--- config.mk ---
export PLATFORM = sky130hd
export DESIGN_NAME = conv_channel_scheduler
export DESIGN_NICKNAME = d
export VERILOG_FILES = /design/src/rtl/conv_channel_scheduler.sv
export SDC_FILE = /design/constraint.sdc
export NUM_CORES = 1
export LEC_CHECK = 0
export CAP_MARGIN = 40
export CORE_MARGIN = 2
export CORE_UTILIZATION = 25
export CTS_BUF_LIST = sky130_fd_sc_hd__clkbuf_8 sky130_fd_sc_hd__clkbuf_16
export CTS_CLUSTER_SIZE = 25
export DETAILED_ROUTE_END_ITERATION = 10
export SLEW_MARGIN = 25
export SYNTH_ARGS = -nofsm -noshare
export SYNTH_HDL_FRONTEND = slang
export SYNTH_SLANG_ARGS = --single-unit
export TNS_END_PERCENT = 100
--- constraint.sdc ---
create_clock -name clk -period 6.4 [get_ports clk]
set_clock_uncertainty 0.05 [all_clocks]
set_input_delay 1.28 -clock clk [delete_from_list [all_inputs] [get_ports clk]]
set_output_delay 1.28 -clock clk [all_outputs]
set_load 0.02 [all_outputs]
--- src/rtl/conv_channel_scheduler.sv ---
// conv_channel_scheduler
//
// Runs one full-image pass of a 5x5 column-parallel convolution engine for
// each output channel of a layer. For every channel it pulses eng_start with
// that channel's kernel bank selected. It then turns each engine
// output-column strobe into an addressed write request to the feature-map
// buffer. The layer-level controller sees a single start/done transaction.
//
// Optional feature: define SCHED_WATCHDOG_EN to add a per-channel RUN
// timeout. When the timeout expires, err_timeout is set and the pass ends as
// if aborted. Without the macro, err_timeout is tied low.
//
// Ports
//   clk            sole clock, rising edge
//   rst_n          asynchronous active-low reset
//   start          pulse, begins a layer pass (only seen in IDLE)
//   abort          synchronous kill of the pass from any non-IDLE state
//   busy           high in every state except IDLE
//   done           one-cycle pulse at the end of a successful pass
//   eng_start      one-cycle engine start pulse
//   eng_channel    kernel bank select, stable through a channel
//   eng_done       engine pass-complete pulse
//   eng_col_valid  engine output-column strobe (cannot be stalled)
//   eng_col_num    column index qualifying eng_col_valid
//   wr_req         write request, high while the column FIFO holds data
//   wr_ready       buffer accept; a transfer is wr_req && wr_ready
//   wr_addr        BASE_ADDR + ch*OUT_COLS + col of the FIFO head
//   err_overflow   sticky, a column was lost to a full FIFO
//   err_col        sticky, bad column index or wrong column count
//   err_timeout    sticky watchdog flag
//
// state    | meaning
// ---------+-----------------------------------------------------------
// S_IDLE   | waiting for start
// S_LAUNCH | eng_start pulse cycle for the current channel
// S_RUN    | engine running, columns queued into the FIFO
// S_DRAIN  | engine finished, waiting for the FIFO to empty
// S_NEXT   | advance to the next channel or finish the layer
// S_FINISH | done pulse cycle
module conv_channel_scheduler #(
  parameter int NUM_CHANNELS = 4,
  parameter int IMAGE_SIZE   = 28,
  parameter int KERNEL_SIZE  = 5,
  parameter int ADDR_WIDTH   = 12,
  parameter int BASE_ADDR    = 0,
  parameter int WDOG_CYCLES  = 4096,
  localparam int CH_W  = (NUM_CHANNELS > 1) ? $clog2(NUM_CHANNELS) : 1,
  localparam int COL_W = $clog2(IMAGE_SIZE) + 1
) (
  input  logic                  clk,
  input  logic                  rst_n,
  input  logic                  start,
  input  logic                  abort,
  output logic                  busy,
  output logic                  done,
  output logic                  eng_start,
  output logic [CH_W-1:0]       eng_channel,
  input  logic                  eng_done,
  input  logic                  eng_col_valid,
  input  logic [COL_W-1:0]      eng_col_num,
  output logic                  wr_req,
  input  logic                  wr_ready,
  output logic [ADDR_WIDTH-1:0] wr_addr,
  output logic                  err_overflow,
  output logic                  err_col,
  output logic                  err_timeout
);

  localparam int OUT_COLS = IMAGE_SIZE - KERNEL_SIZE + 1;
  localparam int CNT_W    = $clog2(OUT_COLS + 1) + 1;
  localparam int LAST_CH  = NUM_CHANNELS - 1;

  typedef enum logic [2:0] {
    S_IDLE,
    S_LAUNCH,
    S_RUN,
    S_DRAIN,
    S_NEXT,
    S_FINISH
  } state_t;

  state_t           state;
  logic [CH_W-1:0]  ch;
  logic [CNT_W-1:0] col_cnt;

  // Two-entry column FIFO holding {channel, column} per queued write.
  logic [CH_W-1:0]  fifo_ch  [2];
  logic [COL_W-1:0] fifo_col [2];
  logic             fifo_rd_ptr;
  logic             fifo_wr_ptr;
  logic [1:0]       fifo_cnt;

  logic fifo_full;
  logic fifo_push;
  logic fifo_pop;
  logic col_in_range;
  logic col_push_req;
  logic col_drop;
  logic col_bad;
  logic kill;
  logic wdog_expire;

  logic [ADDR_WIDTH-1:0] head_ch_off;

  assign col_in_range = (eng_col_num < COL_W'(OUT_COLS));
  assign col_push_req = (state == S_RUN) && eng_col_valid && col_in_range;
  assign col_bad      = (state == S_RUN) && eng_col_valid && !col_in_range;

  assign fifo_full = (fifo_cnt == 2'd2);
  assign wr_req    = (fifo_cnt != 2'd0);
  assign fifo_pop  = wr_req && wr_ready;

  // abort and watchdog expiry share one exit path: back to IDLE, FIFO flushed.
  assign kill = (state != S_IDLE) && (abort || wdog_expire);

  // A full FIFO still takes a column when the head leaves in the same cycle.
  assign fifo_push = col_push_req && !kill && (!fifo_full || fifo_pop);
  assign col_drop  = col_push_req && fifo_full && !fifo_pop;

  // Both operands are ADDR_WIDTH wide, so the sum wraps modulo 2^ADDR_WIDTH.
  assign head_ch_off = ADDR_WIDTH'(OUT_COLS) * ADDR_WIDTH'(fifo_ch[fifo_rd_ptr]);
  assign wr_addr     = ADDR_WIDTH'(BASE_ADDR) + head_ch_off
                     + ADDR_WIDTH'(fifo_col[fifo_rd_ptr]);

  assign eng_channel = ch;

  always_ff @(posedge clk or negedge rst_n) begin
    if (!rst_n) begin
      fifo_rd_ptr <= 1'b0;
      fifo_wr_ptr <= 1'b0;
      fifo_cnt    <= 2'd0;
      for (int i = 0; i < 2; i++) begin
        fifo_ch[i]  <= '0;
        fifo_col[i] <= '0;
      end
    end else if (kill) begin
      fifo_rd_ptr <= 1'b0;
      fifo_wr_ptr <= 1'b0;
      fifo_cnt    <= 2'd0;
    end else begin
      if (fifo_push) begin
        fifo_ch[fifo_wr_ptr]  <= ch;
        fifo_col[fifo_wr_ptr] <= eng_col_num;
        fifo_wr_ptr           <= ~fifo_wr_ptr;
      end
      if (fifo_pop) begin
        fifo_rd_ptr <= ~fifo_rd_ptr;
      end
      case ({fifo_push, fifo_pop})
        2'b10:   fifo_cnt <= fifo_cnt + 2'd1;
        2'b01:   fifo_cnt <= fifo_cnt - 2'd1;
        default: fifo_cnt <= fifo_cnt;
      endcase
    end
  end

  always_ff @(posedge clk or negedge rst_n) begin
    if (!rst_n) begin
      state        <= S_IDLE;
      ch           <= '0;
      col_cnt      <= '0;
      busy         <= 1'b0;
      done         <= 1'b0;
      eng_start    <= 1'b0;
      err_overflow <= 1'b0;
      err_col      <= 1'b0;
    end else begin
      eng_start <= 1'b0;
      done      <= 1'b0;
      if (kill) begin
        state <= S_IDLE;
        busy  <= 1'b0;
      end else begin
        case (state)
          S_IDLE: begin
            if (start) begin
              state        <= S_LAUNCH;
              busy         <= 1'b1;
              eng_start    <= 1'b1;
              ch           <= '0;
              col_cnt      <= '0;
              err_overflow <= 1'b0;
              err_col      <= 1'b0;
            end
          end
          S_LAUNCH: begin
            state <= S_RUN;
          end
          S_RUN: begin
            // Counts every in-range column the engine produced, including
            // one lost to overflow, so err_col reflects the engine alone.
            if (col_push_req && (col_cnt != '1)) begin
              col_cnt <= col_cnt + CNT_W'(1);
            end
            if (eng_done) begin
              state <= S_DRAIN;
            end
          end
          S_DRAIN: begin
            if (fifo_cnt == 2'd0) begin
              state <= S_NEXT;
              if (col_cnt != CNT_W'(OUT_COLS)) begin
                err_col <= 1'b1;
              end
            end
          end
          S_NEXT: begin
            if (ch == CH_W'(LAST_CH)) begin
              state <= S_FINISH;
              done  <= 1'b1;
            end else begin
              state     <= S_LAUNCH;
              ch        <= ch + CH_W'(1);
              col_cnt   <= '0;
              eng_start <= 1'b1;
            end
          end
          S_FINISH: begin
            state <= S_IDLE;
            busy  <= 1'b0;
          end
          default: begin
            state <= S_IDLE;
            busy  <= 1'b0;
          end
        endcase
      end
      if (col_drop) begin
        err_overflow <= 1'b1;
      end
      if (col_bad) begin
        err_col <= 1'b1;
      end
    end
  end

`ifdef SCHED_WATCHDOG_EN
  localparam int WD_W = $clog2(WDOG_CYCLES + 1);

  logic [WD_W-1:0] wdog_cnt;

  // Down-counter loaded in LAUNCH. Reaching zero in RUN marks the last
  // allowed RUN cycle. An eng_done in that same cycle still wins.
  assign wdog_expire = (state == S_RUN) && !eng_done && (wdog_cnt == '0);

  always_ff @(posedge clk or negedge rst_n) begin
    if (!rst_n) begin
      wdog_cnt    <= '0;
      err_timeout <= 1'b0;
    end else begin
      if (state == S_LAUNCH) begin
        wdog_cnt <= WD_W'(WDOG_CYCLES - 1);
      end else if ((state == S_RUN) && (wdog_cnt != '0)) begin
        wdog_cnt <= wdog_cnt - WD_W'(1);
      end
      if ((state == S_IDLE) && start) begin
        err_timeout <= 1'b0;
      end else if (wdog_expire) begin
        err_timeout <= 1'b1;
      end
    end
  end
`else
  assign wdog_expire = 1'b0;
  assign err_timeout = 1'b0;
`endif

endmodule

==> run_results.csv, run 1 <==
group,metric,value,unit
cts,cts.sinks,36,
critical_path,cpMostUsedCell,"ha_1",
cells_and_area,layout_commonest_cell,"dfrtp_1",
synthesis,synth_edf_count,0,
place,gp_congestion,0.781,
cells_and_area,final-seq-area,901,sq um
critical_path,cp_slowest_cell,"clkdlybuf4s50_1",
cts,numCtsBuffers,5,
cells_and_area,final.fill_count,801,
timing,worst_pin_slew,648,ps
critical_path,endpoint_kind,"primary output",
hold_path,hold_path.class,"reg -> reg",
place,port_buffers,28,
cells_and_area,drive_gt1_share,17.9,%
timing,fmax,229,MHz
critical_path,reg2reg_slack,4130,ps
grt,antenna_found_initial,0,
critical_path,critical-path-top-delay-family,"buffers and inverters",
grt,gr-total-overflow,0,
synthesis,postSynth.asyncResetShare,100,%
timing,setup-tns-final,0,ps
cts,cts-htree-levels,2,
power,peakVddDrop,0.129,mV
synthesis,synth-main-ff-cell,"dfrtp_1",
critical_path,startpoint_type,"flop",
synthesis,synth_seq_area_share,45.5,%
synthesis,ys_types,48,
place,post-place-ws,2360,ps
detailed_routing,routed_wl,3990,um
floorplanning,start_util,25.7,%
grt,grt_pass1_wl,6630,um
floorplanning,core,7690,sq um
timing,rsz0062_at_grt,"no",
floorplanning,pin_count,34,
floorplanning,rows,32,
grt,grt_max_degree,37,
place,dp.cells,306,
cts,cts_hold_buf,0,
outcome,status,"finished clean",
floorplanning,dieArea,8640,sq um
synthesis,synth.cell_area,1980,sq um
critical_path,path_cells,"mux2_2 > ha_1 > inv_1 > ha_1 > a21o_1 > a21oi_1 > xnor2_1 > clkdlybuf4s50_1",
cells_and_area,multi_input_area,972,sq um
critical_path,crit_type,"reg -> out",
detailed_routing,met2_length,1830,um
cells_and_area,final_cell_mix,"dfrtp_1 (36), clkdlybuf4s50_1 (28), mux2_2 (23), inv_1 (13), nor2_1 (9)",
critical_path,max_stage_delay,620,ps
floorplanning,die_w,93.0,um
timing,finalCriticalPeriod,4370,ps
power,p_per_area,338,nW/um^2
cells_and_area,fin_cells,314,
cts,clockBufferDepth,2,
synthesis,syn_inst,181,
detailed_routing,top_layer_used,"met4",
cts,clk_latency,290,ps
detailed_routing,dr.first_iter.drc_count,42,
critical_path,crit_arrival,3040,ps
cts,clk_pin_slew,80,ps
timing,fin_crit_sh,68.3,%
power,p_leak,0.00110,uW
cells_and_area,post-route-util,31.9,%
detailed_routing,route.detailed.drc,0,
timing,setup_violations,0,
timing,slew_headroom,56.6,%
detailed_routing,viasPerCell,4.51,
grt,grt_pass1_vias,1384,
cts,root_buffer,"clkbuf_8",
cells_and_area,n_antenna_cell,0,
flow_run,max_cap_violations,0,
cells_and_area,syn_to_final_growth,23.8,%
critical_path,worstPathRequired,5070,ps
cts,cts_tree,"done",
synthesis,syn-mean-instance-area,10.9,sq um
synthesis,synth_seq_cells,36,
synthesis,yosysWarnings,0,
cells_and_area,final_nets,233,
timing,drv_slew,0,
critical_path,cp_num_buf_inv,2,
grt,grt_usage,9.71,%
detailed_routing,met3_length,126,um
floorplanning,dieHeight,93.0,um
detailed_routing,firstDrtPassIters,4,
timing,fin_ws,2030,ps
timing,whs,437,ps
detailed_routing,wire_per_inst,12.7,um
detailed_routing,vias,1416,
cts,ctsResizeCount,0,
critical_path,cp_max_fo,9,
detailed_routing,wl_met1,1970,um
detailed_routing,drt.antenna.violating_nets,0,
cts,postCtsSetupBuffers,0,
place,dp_hpwl,2820,um
timing,hold_viol,0,
-- power breakdown --
part	internal [uW]	total (uW)	leakage (uW)	switching, uW
logic	151	301	0.000557	150
clock network	115	202	0.0000541	87.1
registers	275	324	0.000487	49.8
-- flip-flops by register name (all words and copies together) (netlist names), 2 cells and up --
signal       count
col_cnt          6
eng_channel      2
fifo_ch          4
fifo_cnt         2
fifo_col        12
state            3
-- final cells by class --
| type | instances | area share (%) |
|---|---|---|
| Clock buffer | 5 | 2.81 |
| Clock inverter | 3 | 1.74 |
| Inverter | 13 | 1.99 |
| Multi-Input combinational cell | 126 | 39.7 |
| Sequential cell | 36 | 36.8 |
| Tap cell | 102 | 5.21 |
| Timing Repair Buffer | 29 | 11.8 |
-- kinds of logic (layout without fill, tap and decap cells) --
| family | Yosys count | after routing | synth area share (%) |
|---|---|---|---|
| buffers and inverters | 23 | 50 | 6.07 |
| adders and majority gates | 9 | 9 | 6.07 |
| muxes | 27 | 27 | 15.1 |
| DFF | 36 | 36 | 45.5 |
| AOI/OAI and AO/OA | 32 | 32 | 10.7 |
| other | 1 | 5 | 0.190 |
| xor gates and xnor gates | 4 | 4 | 1.77 |
| and+or+nand+nor | 49 | 49 | 14.5 |
-- Yosys cell counts (3+ instances only) --
cell type | n | share of area, %
nand2_1 | 8 | 1.5
o21ai_0 | 5 | 1.3
nand3_1 | 5 | 1.3
o31ai_1 | 3 | 1.1
mux2_2 | 23 | 13
buf_4 | 5 | 1.9
a21oi_1 | 8 | 2.0
dfrtp_1 | 36 | 46
nor2_1 | 9 | 1.7
o211ai_1 | 3 | 1.1
inv_1 | 13 | 2.5
ha_1 | 8 | 5.1
o21a_1 | 3 | 1.1
clkbuf_1 | 3 | 0.57
nor3_1 | 4 | 1.0
mux2i_1 | 4 | 2.0
-- routing by layer --
layer	GRT usage, %	vias up
met5	0	-
met4	3.68	0
met3	2.52	4
met2	15.3	23
met1	12.7	698
li1	-	691
-- path summary, 6_finish.rpt --
path | start | to | cells after the start
min | fifo_col[5] | fifo_col[5] | 1
min reg2reg | fifo_col[5] | fifo_col[5] | 1
max reg2reg | state[0] | fifo_col[8] | 4
max | fifo_rd_ptr | wr_addr[6] | 8
max in group asynchronous | rst_n | fifo_col[0] | 2
min in group asynchronous | rst_n | col_cnt[1] | 2
-- stage by stage --
stage / total power, uW / cell area, sq um
2_1_floorplan: 527 / 1990
3_3_place_gp: 628 / 2340
3_5_place_dp: 632 / 2340
4_1_cts: 837 / 2450
5_1_grt: 880 / 2450
6_report: 828 / 2450
Power figures use the tool's default switching activity.
==> run 2: changes to the inputs <==
clock period = 4 ns   (was 6.4 ns; I/O delays follow)
==> run 2 against run 1 <==
Combinational power grew 65%. Hold slack gained 8.1 ps. Register-to-register slack lost 2400 ps. Largest power group unchanged.
==> run_results.csv, run 2 (synthesis gave the netlist of run 1 again) <==
group,metric,value,unit
outcome,status,"finished clean",
critical_path,endpoint_kind,"primary output",
hold_path,min_path_cells,1,
critical_path,reg2reg_slack,1710,ps
cts,cts_hold_buf,0,
place,gp_congestion,0.783,
cells_and_area,syn_to_final_growth,24.2,%
grt,grt_usage,9.90,%
timing,worst_pin_slew,647,ps
cts,postCtsSetupBuffers,0,
grt,grt_pass1_vias,1390,
cts,clockBufferDepth,2,
cts,cts_tree,"done",
grt,use_met1,13.6,%
detailed_routing,vias,1403,
hold_path,min_to,"fifo_col[5]",
hold_path,hold_path.class,"reg -> reg",
floorplanning,dieArea,8640,sq um
critical_path,path_cells,"buf_4 > mux2i_1 > ha_1 > inv_1 > ha_1 > a21o_1 > a21oi_1 > xnor2_1 > clkdlybuf4s50_1",
grt,grt_max_degree,37,
floorplanning,dieHeight,93.0,um
detailed_routing,routed_wl,4010,um
cells_and_area,layout_commonest_cell,"dfrtp_1",
detailed_routing,route.detailed.drc,0,
floorplanning,core,7690,sq um
power,p_per_area,541,nW/um^2
cells_and_area,drive_gt1_share,18.3,%
timing,fin_crit_sh,92.7,%
place,port_buffers,28,
timing,fmax,270,MHz
detailed_routing,wire_per_inst,12.7,um
cts,ctsResizeCount,0,
power,p_leak,0.00110,uW
grt,grt_pass1_wl,6730,um
cells_and_area,post-route-util,31.9,%
timing,setup_violations,0,
timing,finalCriticalPeriod,3710,ps
floorplanning,pin_count,34,
critical_path,cp_slowest_cell,"clkdlybuf4s50_1",
grt,antenna_found_initial,0,
detailed_routing,dr.first_iter.drc_count,27,
detailed_routing,viasPerCell,4.45,
cells_and_area,largestRegisters,"fifo_col: 12 flops, col_cnt: 6 flops, fifo_ch: 4 flops",
grt,grt.met2_usage,15.3,%
grt,top_usage_layer,"met2",
timing,hold_viol,0,
cts,root_buffer,"clkbuf_8",
grt,gr-total-overflow,0,
timing,drv_slew,0,
critical_path,max_stage_delay,610,ps
critical_path,crit_type,"reg -> out",
power,peakVddDrop,0.294,mV
cts,numCtsBuffers,5,
detailed_routing,drt.antenna.violating_nets,0,
critical_path,crit_arrival,2860,ps
cts,clk_pin_slew,70,ps
detailed_routing,firstDrtPassIters,4,
hold_path,hp-start,"fifo_col[5]",
floorplanning,rows,32,
cts,cts.sinks,36,
critical_path,worstReg2RegEnd,"fifo_ch[3]",
grt,grtUsageMet3,2.69,%
cts,clk_latency,290,ps
critical_path,cpMostUsedCell,"ha_1",
timing,slew_headroom,56.7,%
cells_and_area,n_antenna_cell,0,
cells_and_area,largest-register,"fifo_col",
cts,cts-htree-levels,2,
critical_path,reg2reg_depth,4,
critical_path,startpoint_type,"flop",
timing,setup-tns-final,0,ps
cells_and_area,largest_reg_flops,12,
flow_run,max_cap_violations,0,
floorplanning,start_util,25.7,%
cells_and_area,final.fill_count,813,
place,dp_hpwl,2900,um
cells_and_area,final_cell_mix,"dfrtp_1 (36), clkdlybuf4s50_1 (28), mux2_2 (23), inv_1 (13), nor2_1 (9)",
critical_path,worstPathRequired,3150,ps
critical_path,cp_max_fo,5,
cells_and_area,final_nets,234,
critical_path,reg2reg_from,"state[0]",
timing,rsz0062_at_grt,"no",
floorplanning,die_w,93.0,um
-- run 2: changes by cell type in the layout (fill, tap and decap cells not counted) --
cell / change
buf_4: +1
-- run 2: worst max path at each step --
stage	start	to	depth (start not counted)	slack (ps)
floorplan	fifo_rd_ptr	wr_addr[6]	8	950
global placement	fifo_rd_ptr	wr_addr[6]	8	640
detailed placement	fifo_rd_ptr	wr_addr[6]	9	590
CTS	fifo_rd_ptr	wr_addr[6]	9	240
global route	fifo_rd_ptr	wr_addr[6]	9	20
finish	fifo_rd_ptr	wr_addr[6]	9	290
-- run 2: area by class of cell --
cell class	count	area, sq um	share of cell area, %
Clock buffer	5	68.8	2.80
Clock inverter	3	42.5	1.73
Inverter	13	48.8	1.99
Multi-Input combinational cell	126	972	39.6
Sequential cell	36	901	36.7
Tap cell	102	128	5.20
Timing Repair Buffer	30	295	12.0
-- run 2: per-stage QoR --
step / hold WS (ps) / power (uW) / setup slack, ps / cell area [sq um] / std cells
final: 445 / 1330 / 294 / 2460 / 315
after CTS: 453 / 1350 / 244 / 2460 / 315
after floorplan: 397 / 843 / 949 / 1990 / 185
after global routing: 473 / 1420 / 18.6 / 2460 / 315
after global placement: 414 / 1010 / 643 / 2340 / 307
after detailed placement: 435 / 1020 / 594 / 2340 / 307
-- run 2: routing by layer --
metal  share of wire, %  vias to the layer above  routed length, um
met3                3.9                        5                156
li1                   -                      698                  -
met5                  0                        -                  0
met2                 45                       36               1800
met1                 50                      664               1990
met4                1.4                        0                 58
-- run 2: critical path: cells and delay by family (launching register included) --
family	cells	cell delay, ps
buffers and inverters	3	870
adders and majority gates	2	520
DFF	1	450
AOI/OAI and AO/OA	2	340
muxes	1	260
xor gates and xnor gates	1	130
-- run 2: report_power, final --
group	switching, uW	internal [uW]	total, uW
combinational	251	246	497
clock	135	184	319
sequential	71.4	440	511
total	457	870	1330
==> run 3: changes to the inputs <==
SETUP_SLACK_MARGIN = 0.15   (was not set)
==> run 3 against run 2 <==
Clock power hardly changed. Largest cell class unchanged. Sequential power about the same. Critical endpoint is now wr_addr[7]. Die area unchanged. Maximum frequency grew 2.4%. Register-to-register slack about the same. Combinational power about the same. Sequential share of layout area barely moved. Worst setup slack improved by 86 ps. Final cell count unchanged.
==> run_results.csv, run 3 (synthesis gave the netlist of run 1 again) <==
group,metric,value,unit
timing,slew_headroom,56.7,%
cells_and_area,layout_commonest_cell,"dfrtp_1",
floorplanning,pin_count,34,
critical_path,crit_type,"reg -> out",
detailed_routing,dr.first_iter.drc_count,27,
cells_and_area,post-route-util,32.0,%
timing,fmax,276,MHz
cells_and_area,largest-register,"fifo_col",
detailed_routing,routed_wl,4010,um
timing,fin_crit_sh,90.5,%
detailed_routing,wire_per_inst,12.7,um
cells_and_area,largest_reg_flops,12,
cts,clk_latency,290,ps
detailed_routing,firstDrtPassIters,4,
grt,antenna_found_initial,0,
flow_run,max_cap_violations,0,
cells_and_area,final-seq-area,901,sq um
grt,grt_usage,9.90,%
critical_path,startpoint_type,"flop",
cells_and_area,syn_to_final_growth,24.3,%
power,p_leak,0.00112,uW
critical_path,endpoint_kind,"primary output",
critical_path,cp_num_buf_inv,2,
outcome,status,"finished clean",
critical_path,max_stage_delay,590,ps
cts,root_buffer,"clkbuf_8",
floorplanning,dieArea,8640,sq um
cts,cts-htree-levels,2,
floorplanning,rows,32,
cts,clockBufferDepth,2,
grt,grt_pass1_vias,1390,
floorplanning,core,7690,sq um
critical_path,cp_slowest_cell,"clkdlybuf4s50_1",
critical_path,cp_max_fo,5,
power,p_per_area,540,nW/um^2
timing,setup-tns-final,0,ps
cts,cts_tree,"done",
critical_path,crit_arrival,2770,ps
cells_and_area,multi_input_area,972,sq um
cts,clk_pin_slew,70,ps
timing,setup_violations,0,
detailed_routing,drt.antenna.violating_nets,0,
cells_and_area,final_cell_mix,"dfrtp_1 (36), clkdlybuf4s50_1 (27), mux2_2 (23), inv_1 (13), nor2_1 (9)",
place,gp_congestion,0.783,
grt,grt_pass1_wl,6730,um
timing,drv_slew,0,
detailed_routing,vias,1403,
hold_path,hold_path.class,"reg -> reg",
timing,finalCriticalPeriod,3620,ps
cts,numCtsBuffers,5,
grt,grt_max_degree,37,
critical_path,worstPathRequired,3150,ps
place,dp_hpwl,2900,um
timing,rsz0062_at_grt,"no",
place,port_buffers,28,
cells_and_area,n_antenna_cell,0,
critical_path,path_cells,"buf_4 > mux2i_1 > ha_1 > fa_1 > nor2b_1 > o21a_1 > clkdlybuf4s50_1",
grt,gr-total-overflow,0,
floorplanning,die_w,93.0,um
cells_and_area,drive_gt1_share,18.3,%
power,peakVddDrop,0.294,mV
detailed_routing,viasPerCell,4.45,
cells_and_area,final_nets,234,
detailed_routing,route.detailed.drc,0,
timing,worst_pin_slew,647,ps
cts,cts_hold_buf,0,
timing,hold_viol,0,
cts,cts.sinks,36,
cells_and_area,final.fill_count,813,
critical_path,critical-path-top-delay-family,"buffers and inverters",
floorplanning,dieHeight,93.0,um
cells_and_area,largestRegisters,"fifo_col: 12 flops, col_cnt: 6 flops, fifo_ch: 4 flops",
floorplanning,start_util,25.7,%
==> run 3: changes by cell type in the layout (fill, tap and decap cells not counted), sizes merged <==
cell	previous run	this run
dlymetal6s2s	0	1
clkdlybuf4s50	28	27
==> run 3: repair_timing <==
action,in CTS,in global routing
hold endpoints to repair,0,0
gates resized for setup,0,1
endpoints found under the setup margin,0,1
setup buffers,0,0
==> run 3: layout make-up <==
type / count / area share [%]
inverter: 13 / 1.98
multi-input combinational: 126 / 39.5
clock buffer: 5 / 2.80
clock inverter: 3 / 1.73
sequential: 36 / 36.6
timing repair buffer: 30 / 12.1
tap: 102 / 5.19
==> run 3: final timing paths <==
path	end	from	cells past startpoint	slack, ps
max in group asynchronous	fifo_ch[3]	rst_n	2	2700
hold reg to reg	fifo_col[5]	fifo_col[5]	1	450
setup / recovery	wr_addr[7]	fifo_rd_ptr	7	380
min in group asynchronous	col_cnt[1]	rst_n	2	870
hold / removal	fifo_col[5]	fifo_col[5]	1	450
setup reg to reg	fifo_ch[3]	state[0]	4	1710
==> run 3: where the power goes <==
group	internal (uW)	switching, uW	total (uW)
clock network	184	135	319
logic	246	251	497
registers	440	71.4	511
==> run 3: routing by layer <==
| metal | wire length (um) | global-route usage, % |
|---|---|---|
| met2 | 1800 | 15.3 |
| met3 | 161 | 2.69 |
| met1 | 1990 | 13.6 |
| met5 | 0 | 0 |
| met4 | 58 | 2.94 |
==> run 3: through the flow <==
stage               instances  area, sq um  setup slack [ps]  hold slack, ps  power [uW]
floorplan                 185         1990               949             397         843
global placement          307         2340               643             414        1010
detailed placement        307         2340               594             435        1020
CTS                       315         2460               244             453        1350
global route              315         2460               178             473        1420
finish                    315         2460               380             445        1330
